### src/rtl/branch_predictor_pkg.sv
// rtl/branch_predictor_pkg.sv - shared counter encodings and request FSM states for the branch predictor
package branch_predictor_pkg;

  typedef logic [1:0] bht_cnt_t;

  // 2-bit saturating counter encodings
  localparam bht_cnt_t SNT = 2'b00;
  localparam bht_cnt_t WNT = 2'b01;
  localparam bht_cnt_t WT  = 2'b10;
  localparam bht_cnt_t ST  = 2'b11;

  localparam bht_cnt_t BHT_RESET_VALUE = WNT;

  // Request FSM states; IDLE is the armed state
  localparam logic [0:0] IDLE      = 1'b0;
  localparam logic [0:0] WAIT_DROP = 1'b1;

  // The upper counter bit is the taken/not-taken prediction
  function automatic logic cnt_predicts_taken(input bht_cnt_t cnt);
    return cnt[1];
  endfunction

endpackage

### src/rtl/branch_predictor_pd_sat_counter2.sv
// rtl/branch_predictor_pd_sat_counter2.sv - 2-bit saturating counter next-value function
module pd_sat_counter2
  import branch_predictor_pkg::*;
(
  input  bht_cnt_t cur,
  input  logic     taken,
  output bht_cnt_t next
);

  // Step toward ST on taken, toward SNT on not taken, clamping at the ends
  always_comb begin
    next = cur;
    if (taken) begin
      if (cur != ST) next = cur + 2'b01;
    end else begin
      if (cur != SNT) next = cur - 2'b01;
    end
  end

endmodule

### src/rtl/branch_predictor.sv
// rtl/branch_predictor.sv - BHT branch predictor responder; optional gshare indexing via BRANCH_PREDICTOR_GSHARE_EN
module branch_predictor
  import branch_predictor_pkg::*;
#(
  parameter int ADDR_WIDTH      = 32,
  parameter int BHT_INDEX_WIDTH = 8
) (
  input  logic                  Sys_clk,
  input  logic                  Sys_rst,
  input  logic                  Sys_rdy,
  input  logic                  IFPD_predict_en,
  input  logic [ADDR_WIDTH-1:0] IFPD_pc,
  input  logic                  IFPD_feedback_en,
  input  logic                  IFPD_branch_result,
  input  logic [ADDR_WIDTH-1:0] IFPD_feedback_pc,
  output logic                  PDIF_en,
  output logic                  PDIF_predict_result
);

  localparam int BHT_ENTRIES = 1 << BHT_INDEX_WIDTH;

  bht_cnt_t bht_q [BHT_ENTRIES];
  bht_cnt_t bht_d [BHT_ENTRIES];

  logic [0:0]                 state_q, state_d;
  logic                       pdif_en_q, pdif_en_d;
  logic                       pdif_res_q, pdif_res_d;
  logic [BHT_INDEX_WIDTH-1:0] pred_idx, upd_idx;
  bht_cnt_t                   upd_next;

  // Word-aligned PC bits select the entry; low bits and high bits beyond the index are don't-care
  logic unused_pc_bits;
  assign unused_pc_bits = ^{IFPD_pc[ADDR_WIDTH-1:BHT_INDEX_WIDTH+2], IFPD_pc[1:0],
                            IFPD_feedback_pc[ADDR_WIDTH-1:BHT_INDEX_WIDTH+2], IFPD_feedback_pc[1:0]};

`ifdef BRANCH_PREDICTOR_GSHARE_EN
  logic [BHT_INDEX_WIDTH-1:0] ghr_q, ghr_d;

  // Both lookup and training hash with the history as it stands this cycle
  assign pred_idx = IFPD_pc[BHT_INDEX_WIDTH+1:2] ^ ghr_q;
  assign upd_idx  = IFPD_feedback_pc[BHT_INDEX_WIDTH+1:2] ^ ghr_q;

  // Shift resolved outcomes into history; only committed branches, never speculative
  always_comb begin
    ghr_d = ghr_q;
    if (Sys_rdy && IFPD_feedback_en) ghr_d = {ghr_q[BHT_INDEX_WIDTH-2:0], IFPD_branch_result};
  end

  // History register
  always_ff @(posedge Sys_clk) begin
    if (Sys_rst) ghr_q <= '0;
    else         ghr_q <= ghr_d;
  end
`else
  assign pred_idx = IFPD_pc[BHT_INDEX_WIDTH+1:2];
  assign upd_idx  = IFPD_feedback_pc[BHT_INDEX_WIDTH+1:2];
`endif

  pd_sat_counter2 u_sat_counter (
    .cur   (bht_q[upd_idx]),
    .taken (IFPD_branch_result),
    .next  (upd_next)
  );

  // Training: one counter write per feedback strobe, dropped while stalled
  always_comb begin
    bht_d = bht_q;
    if (Sys_rdy && IFPD_feedback_en) bht_d[upd_idx] = upd_next;
  end

  // Request FSM: one response pulse per request, re-armed only after the request drops
  always_comb begin
    state_d    = state_q;
    pdif_en_d  = pdif_en_q;
    pdif_res_d = pdif_res_q;
    if (Sys_rdy) begin
      pdif_en_d = 1'b0;
      if (state_q == IDLE) begin
        if (IFPD_predict_en) begin
          // Reads the pre-update counter even when feedback hits the same entry
          pdif_en_d  = 1'b1;
          pdif_res_d = cnt_predicts_taken(bht_q[pred_idx]);
          state_d    = WAIT_DROP;
        end
      end else if (!IFPD_predict_en) begin
        state_d = IDLE;
      end
    end
  end

  // Table and FSM state registers
  always_ff @(posedge Sys_clk) begin
    if (Sys_rst) begin
      for (int i = 0; i < BHT_ENTRIES; i++) bht_q[i] <= BHT_RESET_VALUE;
      state_q    <= IDLE;
      pdif_en_q  <= 1'b0;
      pdif_res_q <= 1'b0;
    end else begin
      bht_q      <= bht_d;
      state_q    <= state_d;
      pdif_en_q  <= pdif_en_d;
      pdif_res_q <= pdif_res_d;
    end
  end

  assign PDIF_en             = pdif_en_q;
  assign PDIF_predict_result = pdif_res_q;

endmodule

### config.mk
export PLATFORM = sky130hd
export DESIGN_NAME = branch_predictor
export DESIGN_NICKNAME = d
export VERILOG_FILES = /design/src/rtl/branch_predictor_pkg.sv /design/src/rtl/branch_predictor_pd_sat_counter2.sv /design/src/rtl/branch_predictor.sv
export SDC_FILE = /design/constraint.sdc
export NUM_CORES = 1
export LEC_CHECK = 0
export BUFFER_PORTS_ARGS = -buffer_cell sky130_fd_sc_hd__buf_2
export CAP_MARGIN = 40
export CORE_MARGIN = 4
export CORE_UTILIZATION = 40
export DETAILED_ROUTE_END_ITERATION = 16
export PLACE_DENSITY = 0.57
export SLEW_MARGIN = 10
export SYNTH_ARGS = -nofsm -noshare
export SYNTH_HDL_FRONTEND = slang
export SYNTH_SLANG_ARGS = --single-unit
export TNS_END_PERCENT = 10
### constraint.sdc
create_clock -name Sys_clk -period 4 [get_ports Sys_clk]
set_clock_uncertainty 0.05 [all_clocks]
set_input_delay 0.2 -clock Sys_clk [delete_from_list [all_inputs] [get_ports Sys_clk]]
set_output_delay 0.2 -clock Sys_clk [all_outputs]
set_load 0.1 [all_outputs]
Yosys cells after proc, flatten, opt, wreduce, memory -nomap -nowiden
Cells that the tools add are included.
Word-level totals
  register bits after elaboration: 515
  bits of input ports: 70
  output and inout port bits: 2
Operators by class
  add/subtract/negate cells: 2
  order comparisons: 3
  equal/unequal tests: 1
  muxes and demuxes: 14
  bitwise gates (word level): 3
  reductions and logical operators: 4
Operator list (number)
  512-bit bitwise mux: 1
  2-bit binary-select mux with 8-bit select: 2
  9-bit greater-or-equal comparator, second input constant: 2
  8-bit inverter with 9-bit output: 2
  2-bit demux with 8-bit select: 1
  2-bit 2-to-1 mux: 8
  9-bit by 1-bit < comparator with 1-bit output, second input constant: 1
  3-bit AND reduction: 1
  2-bit by 1-bit adder with 2-bit output, second input constant: 1
  1-bit logical AND: 2
  1-bit 2-to-1 mux: 2
  2-bit inequality test, second input constant: 1
  2-bit nonzero test: 1
  2-bit by 1-bit subtractor with 2-bit output, second input constant: 1
  1-bit inverter: 1

Depth between registers and ports, before layout
Gate-level depths: netlist (run 1).
  depth after elaboration: 8
  mapped depth: 16
  depth with buffers taken out: 8

Modules after synthesis
From an unflattened synthesis (run 1), not the netlist that was laid out.
Second synthesis, totals
  cells, all modules: 2953
  area total of the unflattened synthesis: 26492.9 um^2
Modules (own cells, without submodules)
  branch_predictor: times used 1, cells each 2950, area an instance 26466.6 um^2, seq. area each 10309.9 um^2
  pd_sat_counter2: times used 1, cells each 3, area an instance 26.3 um^2, seq. area each 0.0 um^2

Worst setup path before layout (run 1)
Ideal clock, no wire load.
  path kind: in2reg
  start: in IFPD_feedback_pc[2]
  end: reg bht_q[477] in the netlist's numbering
  data arrival time: 2.877 ns
  path slack: 0.939 ns
  stages: 13
  path buffers: 5
  path through: buf_4 buf_6 buf_2 mux4_2 a22oi_1 a21oi_1 nor4_1 nor2_1 nor4_2 maj3_2 buf_6 buf_2 a211oi_1
On the way
  cells in the longest elaborated chain, start to end: 8
  elaborated cells on any way between the ends: 17
  those cells by class: add/sub (2); order compare (2); eq/ne (1); mux (9); bitwise (1); reduce/logical (2)
Ends and longest elaborated chain
  from (decl): RTL line branch_predictor.sv:15  | input logic [ADDR_WIDTH-1:0] IFPD_feedback_pc,
  8-bit inverter with 9-bit output (implied by the code) (*): RTL line branch_predictor.sv:60, branch_predictor.sv:68
  2-bit binary-select mux with 8-bit select: RTL line branch_predictor.sv:60  | .cur (bht_q[upd_idx]),
  2-bit 2-to-1 mux (implied by the code) (2 in series): RTL line branch_predictor.sv:60
  2-bit by 1-bit subtractor with 2-bit output (tied with other cells): RTL line branch_predictor_pd_sat_counter2.sv:16  | if (cur != SNT) next = cur - 2'b01;
  2-bit 2-to-1 mux, on equally long branches: RTL line branch_predictor_pd_sat_counter2.sv:16, branch_predictor_pd_sat_counter2.sv:14
  2-bit 2-to-1 mux: RTL line branch_predictor_pd_sat_counter2.sv:13  | if (taken) begin
  512-bit bitwise mux (*): RTL line branch_predictor.sv:68  | if (Sys_rdy && IFPD_feedback_en) bht_d[upd_idx] = upd_next;
  to (signal assigned): RTL line branch_predictor.sv:99  | bht_q <= bht_d;
  to (decl): RTL line branch_predictor.sv:22  | bht_cnt_t bht_q [BHT_ENTRIES];
Every way passes the cells marked *; elsewhere a longest branch is shown, timed or not. The select of a mux whose other input is x is not followed.
A chain may end at the register's enable or synchronous reset.

Worst setup path in the final report (run 1)
  start: reg bht_q[108] in the netlist's numbering
  end: reg bht_q[255] in the netlist's numbering
On the way
  cells in the longest elaborated chain, start to end: 7
  elaborated cells on any way between the ends: 11
  those cells by class: add/sub (2); eq/ne (1); mux (7); reduce/logical (1)
Ends and longest elaborated chain (RTL line)
  2-bit binary-select mux with 8-bit select (*): branch_predictor.sv:60
  2-bit 2-to-1 mux (implied by the code) (*) (2 in series): branch_predictor.sv:60
  2-bit by 1-bit subtractor with 2-bit output (tied with other cells): branch_predictor_pd_sat_counter2.sv:16
  2-bit 2-to-1 mux, on equally long branches: branch_predictor_pd_sat_counter2.sv:16, branch_predictor_pd_sat_counter2.sv:14
  2-bit 2-to-1 mux (*): branch_predictor_pd_sat_counter2.sv:13
  512-bit bitwise mux (*): branch_predictor.sv:68
Marks and branches as above.

==> summary.md, run 1 <==
| Metric | Value |
|---|---|
| Max VDD drop | 0.383 mV |
| Setup crit end kind | flip-flop |
| Chip width | 261 µm |
| Clock Latency Late Sink | 0.64 ns |
| # clock sinks | 515 |
| Final hold violations | 0 |
| Number of synthesized flops with an enable pin | 0 |
| Most frequent cell on the critical path | buf_4 |
| Post-synthesis compound-gate area fraction | 0.249 |
| CP required | 4.41 ns |
| Register area share after synthesis | 0.404 |
| Crit Path Class | flip-flop to flip-flop |
| Post-synthesis instance total | 2708 |
| Die height | 261 µm |
| P per Cell Area | 398 mW/mm² |
| Total power | 11400 µW |
| Sw Share | 0.255 |
| Switch Pwr | 2910 µW |
| FF+latch count, synth | 515 |
| Vias | 21.9k |
| Slew @ Worst Pin | 1.01 ns |
| Post-route setup TNS | 0 ns |
| WL final | 82500 µm |
| Final setup violation count | 0 |
| Mux cell area share after synthesis | 0.184 |
| Drt drc | 0 |
| Synth async-reset ratio | 0 |
| Ys Warns | 0 |
| DR pass1 iterations | 5 |
| Hold path depth | 3 |
| Tmin final | 3.43 ns |
| Max-cap violation count | 0 |
| Predominant post-synthesis flop cell | dfxtp_1 |
| Startpoint Class | flip-flop |
| Nets | 2676 |
| Post-synth net total | 2778 |
| # H-tree levels | 2 |
| FP Rows | 92 |
| Leak | 0.00857 µW |
| Reg clk slew, reported paths | 0.06 ns |
| Synth Area in Simple Gates | 0.0968 |
| Global-route wire length before repair | 127000 µm |
| Initial antenna violation count | 1 |
| Area contributors post-synth | dfxtp_1, mux4_2, a21oi_1 |
| Mapped cell area | 0.0255 mm² |
| Finished layout cell area | 0.0287 mm² |
| Most frequent cell after synthesis | dfxtp_1 |
| Placer Congestion | 0.826 |
| Largest net degree at the start of global routing | 136 |
| Post-DP HPWL | 51100 µm |
| Die ar. | 0.0679 mm² |
| Iteration-0 DRC Markers | 2501 |
| Cells on worst reg2reg path | 10 |
| Unrepaired setup endpoints after global routing | false |
| Layout cell share with drive strength beyond 1 | 0.178 |
| Core region area | 0.0631 mm² |
| CP max FO | 25 |
| HP Class | primary input to flip-flop |
| Largest stage delay on the critical path | 0.47 ns |
| Most instantiated cells after synthesis | dfxtp_1, a21oi_1, nand2_1, o21ai_1, clkbuf_1 |
| Power share of the combinational group | 0.087 |
| CTS tree | yes |
| R2R Setup Slk | 0.57 ns |
| GRT Residual Overflow | 0 |
| Clock power share | 0.463 |
| Worst slew margin | 0.324 |
| GRT Overall Usage | 0.239 |
| Largest family of logic cells by synthesized area | compound AO/OA/AOI/OAI gates |
| CTS Buffer Depth | 3 |
| Dpl cell area | 0.0267 mm² |
| Vias in the first global route | 21.0k |
| Post-Synth XOR/XNOR Area | 0 |
| Power share of the sequential group | 0.450 |
| Number of buffers created by CTS | 57 |
| Final ANT Viol Nets | 0 |
| Number of I/O pins | 72 |
| Input/output buffers | 23 |
| Crit-path cells | mux4_2 -> and4_1 -> a2111o_1 -> a2111oi_0 -> buf_4 -> and4bb_1 -> and3_1 -> maj3_4 -> buf_4 -> a311oi_1 |
| Avg Synthesized Cell Area | 9.43 µm² |
| Status | completed |
| Final Max Tran Viols | 0 |
| Area growth from synthesis to layout | 12.3% |
| Tcrit/Tclk final | 0.857 |
| Cell Int Power | 8500 µW |
| Routed length per instance | 23.6 µm |
| Clock root buffer | clkbuf_16 |
| Synth Area in Adders | 0.000882 |
| Avg Vias per Cell | 6.25 |
| Critical path's slowest cell | mux4_2 |
| Cell accounting for the most synthesized area | dfxtp_1 |
| Top-area cell type share of the netlist area | 0.404 |
| Initial core utilization | 0.405 |
| Fill cell count | 5939 |
| Distinct cell type count after synthesis | 59 |
| Max Clk Rate | 0.292 GHz |
| Worst Path Arrival | 3.84 ns |
==> state kept, by name, summed over array words and instances, names as in the netlist <==
| name | cells |
|---|---|
| bht_q | 512 |
| PDIF_en | 1 |
| PDIF_predict_result | 1 |
| state_q | 1 |
==> layer usage <==
metal  track usage  vias up  share of wire
li1              -    10100              -
met1         0.337    10700           0.43
met2         0.381      939           0.46
met3        0.0300      174          0.077
met4        0.0795        0          0.031
met5             0        -              0
==> critical path: cells and delay by family (launching register included) <==
kind,cells,cell delay (ns)
compound gates,3,0.94
buf+inv,2,0.52
fa+ha+maj,1,0.31
simple gates,3,0.63
mux,1,0.47
flops,1,0.31
==> metrics by stage <==
step                hold WS (ns)  utilization  setup WS (ns)  std cells
floorplan                  0.297            -          0.939       2708
finish                    0.0588        0.454          0.574       3498
detailed placement         0.406        0.424          0.343       3389
global placement           0.392        0.424          0.338       3388
CTS                       0.0227        0.454          0.583       3497
global route               0.121        0.454          0.425       3497
==> power groups by stage <==
| stage | logic (µW) | clock network [µW] | registers (µW) |
|---|---|---|---|
| 5_1_grt | 1040 | 5560 | 5140 |
| 3_5_place_dp | 971 | 0 | 5250 |
| 2_1_floorplan | 678 | 0 | 5260 |
| 3_3_place_gp | 963 | 0 | 5250 |
| 4_1_cts | 976 | 5380 | 5140 |
| 6_report | 988 | 5290 | 5140 |
==> placed cells by master, fill, tap and decap left out, types with 7 or more instances in the layout <==
cell / n
mux4_2: 192
nor2_1: 174
a21oi_1: 451
o21ai_1: 240
nand2b_1: 7
clkbuf_1: 12
dfxtp_1: 515
nor2b_1: 11
clkbuf_8: 19
nand4_1: 7
o21ai_0: 17
a211oi_1: 86
mux2i_1: 37
nor2_4: 16
buf_2: 19
nand2_1: 305
buf_12: 37
buf_4: 93
clkbuf_16: 58
a22oi_1: 52
clkinv_2: 10
nand3_1: 13
a311oi_1: 178
nor3_1: 9
==> cell type report <==
class                           instances  area (µm²)  area share
Sequential cell                       515       10300       0.360
Tap cell                              846        1060      0.0369
Multi-Input combinational cell       1872       13800       0.481
Inverter                                5        18.8    0.000655
Timing Repair Buffer                  155        1600      0.0560
Clock buffer                           89        1760      0.0613
Clock inverter                         15         133     0.00463
Antenna cell                            1        2.50   0.0000873
==> worst paths after layout <==
path,start,endpoint
min reg2reg,bht_q[48],bht_q[48]
max,bht_q[108],bht_q[255]
max reg2reg,bht_q[108],bht_q[255]
min,IFPD_pc[9],PDIF_predict_result
==> kinds of logic (layout without fill, tap and decap cells) <==
logic type,after synthesis,in the layout
muxes,230,230
other,0,1
adders and majority gates,2,2
buffers and inverters,321,264
DFF,515,515
and+or+nand+nor,589,589
AOI/OAI and AO/OA,1051,1051
==> timing repair <==
action | CTS | global route
hold buffers | 4 | 0
endpoints found under the hold margin | 3 | 0
setup endpoints to repair | 0 | 0
setup buffers | 0 | 0
gates resized for setup | 0 | 0
No activity file was read; power rests on OpenSTA's default activity.
==> inputs of run 2 (changes only) <==
--- a/config.mk
+++ b/config.mk
@@ -5,6 +5,7 @@
 export SDC_FILE = /design/constraint.sdc
 export NUM_CORES = 1
 export LEC_CHECK = 0
+export ABC_AREA = 1
 export BUFFER_PORTS_ARGS = -buffer_cell sky130_fd_sc_hd__buf_2
 export CAP_MARGIN = 40
 export CORE_MARGIN = 4
==> summary.md, run 2 <==
| Metric | Value |
|---|---|
| Final ANT Viol Nets | 0 (unchanged) |
| Top-area cell type share of the netlist area | 0.347 (was 0.404) |
| Distinct cell type count after synthesis | 22 (was 59) |
| Final hold violations | 0 (unchanged) |
| Worst Path Arrival | 3.48 ns (was 3.84 ns) |
| Area growth from synthesis to layout | 9.97% (was 12.3%) |
| Final setup violation count | 0 (unchanged) |
| WHS | 0.0965 ns (was 0.0588 ns) |
| Die height | 281 µm (was 261 µm) |
| Predominant post-synthesis flop cell | dfxtp_1 (unchanged) |
| Utilization after layout | 0.446 (was 0.454) |
| Highest Signal Layer | met4 (unchanged) |
| Post-route setup TNS | 0 ns (unchanged) |
| Synth async-reset ratio | 0 (unchanged) |
| Crit Path Class | primary input to flip-flop (was flip-flop to flip-flop) |
| Tmin final | 3.00 ns (was 3.43 ns) |
| Routed length per instance | 17.7 µm (was 23.6 µm) |
| Post-CTS Setup Inserts | 0 (unchanged) |
| Largest reg by FF count | bht_q (unchanged) |
| Post-synth net total | 5279 (was 2778) |
| GRT Residual Overflow | 0 (unchanged) |
| Most frequent cell after synthesis | nand2_1 (was dfxtp_1) |
| Slew @ Worst Pin | 0.978 ns (was 1.01 ns) |
| Chip width | 281 µm (was 261 µm) |
| Largest net degree at the start of global routing | 215 (was 136) |
| HP Class | primary input to flip-flop (unchanged) |
| Tcrit/Tclk final | 0.750 (was 0.857) |
| Core region area | 0.0733 mm² (was 0.0631 mm²) |
| DR pass1 iterations | 6 (was 5) |
| Reg clk slew, reported paths | 0.06 ns (about the same) |
| Most instantiated cells after synthesis | nand2_1, nor2_1, inv_1, dfxtp_1, a21oi_1 (was dfxtp_1, a21oi_1, nand2_1, o21ai_1, clkbuf_1) |
| Largest register FFs | 512 (unchanged) |
| Placer Congestion | 0.854 (was 0.826) |
| Most common cell after layout, fill and taps aside | nand2_1 (was dfxtp_1) |
| Post-Route M1 WL | 47300 µm (was 35400 µm) |
| Layout cell share with drive strength beyond 1 | 0.0416 (was 0.178) |
| CP required | 4.48 ns (was 4.41 ns) |
| CP max FO | 23 (was 25) |
| Post-synthesis instance total | 5209 (was 2708) |
| Largest stage delay on the critical path | 0.37 ns (was 0.47 ns) |
| Ys Warns | 0 (unchanged) |
| # diodes | 0 (was 1) |
| Clock root buffer | clkbuf_16 (unchanged) |
| Number of synthesized flops with an enable pin | 0 (unchanged) |
| Initial antenna violation count | 0 (was 1) |
| Vias | 31.1k (was 21.9k) |
| Unrepaired setup endpoints after global routing | false (unchanged) |
| Max Clk Rate | 0.333 GHz (was 0.292 GHz) |
| Nets | 5143 (was 2676) |
| Avg Synthesized Cell Area | 5.71 µm² (was 9.43 µm²) |
| Kind of cell adding the most delay to the critical path | simple AND/OR/NAND/NOR gates (was compound AO/OA/AOI/OAI gates) |
| FF+latch count, synth | 515 (unchanged) |
| Iteration-0 DRC Markers | 2685 (was 2501) |
| # clock sinks | 515 (unchanged) |
| Most frequent cell on the critical path | nand2_1 (was buf_4) |
| Clock Latency Late Sink | 0.64 ns (about the same) |
| Worst slew margin | 0.348 (was 0.324) |
| Avg Vias per Cell | 5.12 (was 6.25) |
| Crit path buffers/inverters | 5 (was 2) |
| Initial core utilization | 0.405 (about the same) |
| Cell accounting for the most synthesized area | dfxtp_1 (unchanged) |
| Area contributors post-synth | dfxtp_1, nand2_1, nor2_1 (was dfxtp_1, mux4_2, a21oi_1) |
| Global-route wire length before repair | 165000 µm (was 127000 µm) |
| FP Rows | 99 (was 92) |
| Startpoint Class | primary input (was flip-flop) |
| # H-tree levels | 2 (unchanged) |
| Vias in the first global route | 28.2k (was 21.0k) |
| Crit-path cells | buf_4 -> inv_4 -> nand2_1 -> inv_2 -> nand2_1 -> nand4_1 -> nand2_1 -> nand2_1 -> o21ai_1 -> nand2_1 -> nor2_1 -> nand3_1 -> nor2_1 -> nand2_1 -> nand2_8 -> buf_4 -> nand3_1 -> nand2_1 -> inv_1 (was mux4_2 -> and4_1 -> a2111o_1 -> a2111oi_0 -> buf_4 -> and4bb_1 -> and3_1 -> maj3_4 -> buf_4 -> a311oi_1) |
| Critical path's slowest cell | nand2_1 (was mux4_2) |
| Met2 Wirelength | 48900 µm (was 38200 µm) |
| Number of buffers created by CTS | 60 (was 57) |
| Total power | 11900 µW (was 11400 µW) |
| Input/output buffers | 23 (unchanged) |
| Max VDD drop | 0.360 mV (was 0.383 mV) |
| GRT Overall Usage | 0.268 (was 0.239) |
| Mapped cell area | 0.0297 mm² (was 0.0255 mm²) |
| Die ar. | 0.0787 mm² (was 0.0679 mm²) |
| P per Cell Area | 365 mW/mm² (was 398 mW/mm²) |
| Register area share after synthesis | 0.347 (was 0.404) |
| Number of I/O pins | 72 (unchanged) |
| Final Max Tran Viols | 0 (unchanged) |
| WL final | 108000 µm (was 82500 µm) |
| CTS Buffer Depth | 3 (unchanged) |
| Post-CTS Resized | 0 (unchanged) |
| Status | completed (unchanged) |
| Max-cap violation count | 0 (unchanged) |
| Area of the multi-input gates | 0.0153 mm² (was 0.0138 mm²) |
| Setup crit end kind | flip-flop (unchanged) |
| Post-DP HPWL | 64000 µm (was 51100 µm) |
| Register area | 0.0103 mm² (unchanged) |
| Drt drc | 0 (unchanged) |
| Leak | 0.0141 µW (was 0.00857 µW) |
| Most frequent cells in the layout | nand2_1, nor2_1, inv_1 (was dfxtp_1, a21oi_1, nand2_1) |
| Fill cell count | 7987 (was 5939) |
| CTS tree | yes (unchanged) |
| CTS Hold Buffers Added | 5 (was 4) |
| Routed met3 length | 7920 µm (was 6380 µm) |
[run 2: changes by cell type after synthesis, moves of 54 or more]
cell,change
mux4_2,-192
nand3_1,+394
buf_2,+54
nor2_1,+525
o21ai_0,+193
inv_1,+680
a311oi_1,-178
nand2_1,+1555
a211oi_1,-86
o21ai_1,-234
[run 2: logic make-up after synthesis]
| logic type | after synthesis | share of synthesized area |
|---|---|---|
| flip-flops | 515 | 0.347 |
| AO/OA/AOI/OAI | 683 | 0.116 |
| buffers and inverters | 1008 | 0.140 |
| AND/OR/NAND/NOR | 3003 | 0.398 |
[run 2: metrics by stage]
stage                     instance area (µm²)  instances  setup WS, ns
final                                   32700       6075         0.998
after global routing                    32700       6075         0.796
after CTS                               32700       6075          1.05
after detailed placement                30700       5965         0.387
after global placement                  30600       5959         0.401
after floorplan                         29700       5209          1.67
[run 2: final timing paths]
path / from / to / slack (ns) / depth (start not counted)
hold reg to reg: bht_q[58] / bht_q[58] / 0.41 / 2
setup reg to reg: bht_q[393] / bht_q[179] / 1.17 / 19
hold / removal: IFPD_pc[8] / PDIF_predict_result / 0.1 / 5
setup / recovery: IFPD_feedback_pc[3] / bht_q[179] / 1.0 / 19
[run 2: area by class of cell]
cell class                 instances  area share
timing repair buffer             118      0.0412
tap                              959      0.0367
inverter                         692      0.0796
clock inverter                    10     0.00264
multi-input combinational       3686       0.469
clock buffer                      95      0.0558
sequential                       515       0.315
[run 2: worst register-to-register path, delay by kind of cell, from the launching register on]
family / cells / cell delay [ns]
compound gates: 1 / 0.09
buf+inv: 2 / 0.40
flops: 1 / 0.33
simple gates: 16 / 1.90
[run 2: power breakdown]
part / switching, µW / internal, µW
Clock: 2320 / 3150
Combinational: 1010 / 288
Sequential: 4.85 / 5140
Total: 3340 / 8580
[run 2: per-layer routing]
layer	vias up	track usage
met4	0	0.0816
met1	14200	0.358
met3	183	0.0369
li1	15600	-
met2	1074	0.450
met5	-	0
